--- src/rtl/vram_loader_arb.sv ---
// Video-RAM loader/arbiter: buffers HPS download bytes in a small FIFO and
// drains them into a single-port RAM whenever the video fetch path is idle.
module vram_loader_arb #(
  parameter int ADDR_W     = 16,
  parameter int FIFO_DEPTH = 4
) (
  input  logic              clk_sys,
  input  logic              reset_n,
  input  logic              ioctl_download,
  input  logic              ioctl_wr,
  input  logic [26:0]       ioctl_addr,
  input  logic [7:0]        ioctl_dout,
  input  logic              vid_req,
  input  logic [ADDR_W-1:0] vid_addr,
  output logic [7:0]        vid_data,
  output logic              vid_valid,
  output logic [ADDR_W-1:0] ram_addr,
  output logic [7:0]        ram_din,
  output logic              ram_we,
  input  logic [7:0]        ram_dout,
  output logic              dl_busy,
  output logic              dl_done,
  output logic              dl_overflow,
  output logic              dl_range_err,
  output logic [ADDR_W:0]   dl_bytes
);

  localparam int PTR_W = (FIFO_DEPTH > 1) ? $clog2(FIFO_DEPTH) : 1;
  localparam int CNT_W = PTR_W + 1;
  localparam logic [CNT_W-1:0]  DEPTH_C   = CNT_W'(FIFO_DEPTH);
  localparam logic [ADDR_W:0]   BYTES_MAX = '1;

  typedef enum logic [1:0] {IDLE, LOAD, DRAIN, DONE} state_t;

  state_t state, state_nxt;

  logic [ADDR_W-1:0] fifo_addr [FIFO_DEPTH];
  logic [7:0]        fifo_data [FIFO_DEPTH];
  logic [PTR_W-1:0]  wr_ptr, rd_ptr;
  logic [CNT_W-1:0]  count;

  logic [26:0] addr_hi;
  logic        in_range;
  logic        wr_acc;
  logic        pop;
  logic        push;
  logic        drop;
  logic        range_hit;
  logic        start;
  logic        vld_p0, vld_p1;

  function automatic logic [ADDR_W:0] sat_inc(input logic [ADDR_W:0] v);
    return (v == BYTES_MAX) ? v : v + {{ADDR_W{1'b0}}, 1'b1};
  endfunction

  assign addr_hi   = ioctl_addr >> ADDR_W;
  assign in_range  = (addr_hi == '0);
  assign wr_acc    = (state == LOAD) && ioctl_wr;
  // Video always wins the RAM port; the FIFO only drains on idle video cycles.
  assign pop       = (count != '0) && !vid_req;
  assign push      = wr_acc && in_range && ((count < DEPTH_C) || pop);
  assign drop      = wr_acc && in_range && !push;
  assign range_hit = wr_acc && !in_range;
  assign start     = (state == IDLE) && ioctl_download;

  assign dl_busy = (state != IDLE);
  assign dl_done = (state == DONE);

  always_comb begin
    state_nxt = state;
    case (state)
      IDLE:    if (ioctl_download)  state_nxt = LOAD;
      LOAD:    if (!ioctl_download) state_nxt = DRAIN;
      DRAIN:   if (count == '0)     state_nxt = DONE;
      DONE:    state_nxt = IDLE;
      default: state_nxt = IDLE;
    endcase
  end

  always_ff @(posedge clk_sys or negedge reset_n) begin
    if (!reset_n) state <= IDLE;
    else          state <= state_nxt;
  end

  always_ff @(posedge clk_sys or negedge reset_n) begin
    if (!reset_n) begin
      wr_ptr <= '0;
      rd_ptr <= '0;
      count  <= '0;
    end else begin
      if (push) wr_ptr <= wr_ptr + PTR_W'(1);
      if (pop)  rd_ptr <= rd_ptr + PTR_W'(1);
      case ({push, pop})
        2'b10:   count <= count + CNT_W'(1);
        2'b01:   count <= count - CNT_W'(1);
        default: count <= count;
      endcase
    end
  end

  always_ff @(posedge clk_sys) begin
    if (push) begin
      fifo_addr[wr_ptr] <= ioctl_addr[ADDR_W-1:0];
      fifo_data[wr_ptr] <= ioctl_dout;
    end
  end

  always_ff @(posedge clk_sys or negedge reset_n) begin
    if (!reset_n) begin
      dl_overflow  <= 1'b0;
      dl_range_err <= 1'b0;
      dl_bytes     <= '0;
    end else if (start) begin
      dl_overflow  <= 1'b0;
      dl_range_err <= 1'b0;
      dl_bytes     <= '0;
    end else begin
      if (drop)      dl_overflow  <= 1'b1;
      if (range_hit) dl_range_err <= 1'b1;
      if (pop)       dl_bytes     <= sat_inc(dl_bytes);
    end
  end

  // Stage p0: RAM port arbitration (address/command registered toward the RAM)
  always_ff @(posedge clk_sys or negedge reset_n) begin
    if (!reset_n) begin
      ram_addr <= '0;
      ram_din  <= '0;
      ram_we   <= 1'b0;
      vld_p0   <= 1'b0;
    end else if (vid_req) begin
      ram_addr <= vid_addr;
      ram_we   <= 1'b0;
      vld_p0   <= 1'b1;
    end else if (pop) begin
      ram_addr <= fifo_addr[rd_ptr];
      ram_din  <= fifo_data[rd_ptr];
      ram_we   <= 1'b1;
      vld_p0   <= 1'b0;
    end else begin
      ram_we   <= 1'b0;
      vld_p0   <= 1'b0;
    end
  end

  // Stage p1: RAM array access; Stage p2: capture read data for the video side
  always_ff @(posedge clk_sys or negedge reset_n) begin
    if (!reset_n) begin
      vld_p1    <= 1'b0;
      vid_valid <= 1'b0;
      vid_data  <= '0;
    end else begin
      vld_p1    <= vld_p0;
      vid_valid <= vld_p1;
      if (vld_p1) vid_data <= ram_dout;
    end
  end

endmodule

--- config.mk ---
export PLATFORM = sky130hd
export DESIGN_NAME = vram_loader_arb
export DESIGN_NICKNAME = d
export VERILOG_FILES = /design/src/rtl/vram_loader_arb.sv
export SDC_FILE = /design/constraint.sdc
export NUM_CORES = 1
export LEC_CHECK = 0
export ABC_AREA = 1
export ABC_CLOCK_PERIOD_IN_PS = 3300
export BUFFER_PORTS_ARGS = -buffer_cell sky130_fd_sc_hd__buf_4
export CAP_MARGIN = 10
export CORE_MARGIN = 2
export CORE_UTILIZATION = 29
export DETAILED_ROUTE_END_ITERATION = 10
export PLACE_DENSITY = 0.56
export SETUP_SLACK_MARGIN = 0.4
export SLEW_MARGIN = 5
export SYNTH_ARGS = -nofsm -noshare
export SYNTH_HDL_FRONTEND = slang
export SYNTH_SLANG_ARGS = --single-unit
--- constraint.sdc ---
create_clock -name clk_sys -period 3.3 [get_ports clk_sys]
set_input_delay 0.165 -clock clk_sys [delete_from_list [all_inputs] [get_ports clk_sys]]
set_output_delay 0.165 -clock clk_sys [all_outputs]
set_load 0.02 [all_outputs]
==> results.md <==
- Status: complete, no violations
- Crit path launch type: register
- Endpoints failing setup: 0
- Hold Path Class: in2reg
- Critical Path Stages: 7
- Synth area leaders: edfxtp_1, dfrtp_1, nor2_1
- I/O pins: approximately 120
- N_diodes: 0
- R2r endpoint: fifo_addr[1][8]
- Max H-tree Level: 4
- Synth area leader: edfxtp_1
- Worst Setup SP: state[1]
- GRT Util Overall: 13.10%
- Final WL: around 16000 µm
- Num CTS Buffers: 17
- Pin count of the biggest net entering global routing: between 60 and 70
- Peak Freq: 0.4316 GHz
- Slew HR: 41.41%
- DIE WIDTH: 159.2 µm
- First-pass GRT wire length: 25850 µm
- Gr ovfl total: 0
- R2r startpoint: state[1]
- Crit path cell chain: inv_1, ha_1, nand2_1, inv_1, nand4_2, nor2_2, buf_4
- P&R area growth vs syn: 30.08%
- Antenna-violating nets left: 0
- Most frequent cells in the layout: nor2_1, buf_4, nand2_1
- Top delay family on crit path: simple AND/OR/NAND/NOR gates
- Worst clock skew: about 0.011 ns
- Die area: 25350 µm²
- Crit path capture: fifo_addr[1][8]
- Post-CTS Setup Repair Bufs: 0
- Max incr delay on CP: 0.47 ns
- PostCTS Resize Cnt: 0
- CORE AREA: between 20000 and 25000 µm²
- Area share of the largest cell type after synthesis: slightly above 40%
- Chip height: 159.2 µm
- DP HPWL: 11030 µm
- Initial antenna violation count: 0
- Root buf cell: clkbuf_16
- CP required: 3.40 ns
- Hold depth: 5
- Mapped cell area: about 7000 µm²
- Slowest-stage cell, CP: nor2_2
- Power Density: 751.1 nW/µm²
- Layout Cells excl Fill: 1133
- Final #Nets: 878
- Seq cells post-synth: 160
- Slew Limit Fails: 0
- Commonest non-fill, non-tap cell in the layout: nor2_1
- Post-CTS Hold Buffers: 34
- CTS tree: built
- Reg2Reg Depth: 7
- Fin. Hold Viols: 0
- Fin crit period: 2.317 ns
- Yosys warnings: 0
- Gate count of the mapped netlist: 651
- DR vias/cell: approximately 4.4
- Vias in the first global route: 4627
- TNS Setup: 0 ns
- Starting Density: 29.68%
- Longest Clk Path Bufs: 2
- Crit path max fanout: 17
- Post-placement cell count: 1067
- Syn Nets: 728
- CP most frequent cell: inv_1
- Layout cells sized above 1: 24.57%
- Bufs and invs on worst path: 3
- Gpl congestion: 0.7808
- # Max-Cap Violations: 0
- Clk_lat worst skew: 0.42 ns
- Final WS setup: 0.9830 ns
- Worst Max-Slew Pin Slew: 0.8788 ns
- RSZ-0062 raised after global routing: false
- Peak VDD IR: 0.0003650 V
- TritonRoute pass-1 iters: 4
- Cell Area, Placed: 8112 µm²
- I/O Buffers: roughly 120
- Post-DR wirelength/cell: between 10 and 15 µm
- Routed via count: 4929
- Final instance area: 9090 µm²
- Critical Path AT: 2.42 ns
- CP Class: reg2reg
- Power, Total: ~6.8 mW
- CTS Sinks: 160
- Row cnt: 56
- Average cell area after synthesis: 10.73 µm²
- FF-to-FF setup slack: 0.98 ns
- Final worst path period share: 70.21%
- DR iter-0 viols: 333
- CP endpoint kind: register
- Clock slew at reported path FFs: about 0.06 ns
- DR DRC count: 0
- Register area share after synthesis: about 64%
- Leakage: 3.798 nW
- Synth cell types: 39
- Setup WS pre-CTS: between 0.9 and 1 ns
==> per-stage QoR <==
stage               hold slack, ns  utilization [%]
floorplan                  -0.1306                -
global placement            0.3328            34.45
detailed placement          0.3347            34.45
CTS                        0.06060            38.61
global route               0.08422            38.61
finish                     0.08389            38.61
==> registers in the layout, summed over array words and instances (netlist names) <==
name	flops
fifo_data	32
ram_addr	16
fifo_addr	64
ram_we	1
vid_data	8
rd_ptr	2
ram_din	8
wr_ptr	2
dl_bytes	17
dl_overflow	1
vld_p1	1
vid_valid	1
state	2
vld_p0	1
dl_range_err	1
count	3
==> final cells by class <==
| cell class | count | area [µm²] |
|---|---|---|
| clock buffer | 19 | 452.9 |
| clock inverter | 13 | 185.2 |
| timing repair buffer | 157 | 1264 |
| sequential | 160 | 4484 |
| fill | 2298 | 14450 |
| tap | 319 | 399.1 |
| multi-input combinational | 413 | 2097 |
| inverter | 52 | 207.7 |
==> kinds of logic after synthesis <==
family,synth area share (%)
adder cells (fa/ha/maj),2.435
flip-flops,64.17
XOR/XNOR,0.7520
AND/OR/NAND/NOR,16.45
multiplexers,1.289
buffers and inverters,5.962
AO/OA/AOI/OAI,8.935
==> how the worst min path moves through the flow <==
stage	slack [ns]	from	end
after floorplan	-0.13	reset_n	count[0]
after global placement	0.33	vld_p0	vld_p1
after detailed placement	0.33	vld_p0	vld_p1
after CTS	0.06	vid_addr[3]	ram_addr[3]
after global routing	0.08	vid_addr[1]	ram_addr[1]
final	0.08	vid_addr[3]	ram_addr[3]
==> synthesized netlist by cell type, drive strengths merged <==
cell / instances
clkbuf: 2
nand2: 103
a21oi: 27
edfxtp: 96
ha: 12
nand3: 15
mux2: 8
nor2: 151
nand4: 4
o31ai: 2
nand3b: 1
xor2: 4
buf: 24
inv: 52
a31oi: 8
fa: 1
o211ai: 1
dfrtp: 64
xnor2: 2
and2: 1
nor4: 1
o21ai: 72
==> report_power, final <==
part / switching, mW / internal, mW
registers: 0.243 / 2.37
clock network: 0.855 / 1.26
logic: 1.32 / 0.784
==> layer usage <==
| metal | wire length [µm] | share of wire, % | global-route usage, % | vias to the layer above |
|---|---|---|---|---|
| li1 | - | - | - | 2467 |
| met4 | 189 | 1.2 | 4.298 | 0 |
| met5 | 0 | 0 | 0 | - |
| met1 | 8161 | 50 | 19.61 | 2305 |
| met3 | 953 | 5.9 | 3.178 | 14 |
| met2 | 6921 | 43 | 18.50 | 143 |
==> worst reg2reg max path, delay by kind of cell, from the launching register on <==
kind,cells,cell delay (ns)
simple gates,3,0.82
buf+inv,3,0.61
flops,1,0.40
fa+ha+maj,1,0.18
Power figures use the tool's default switching activity.
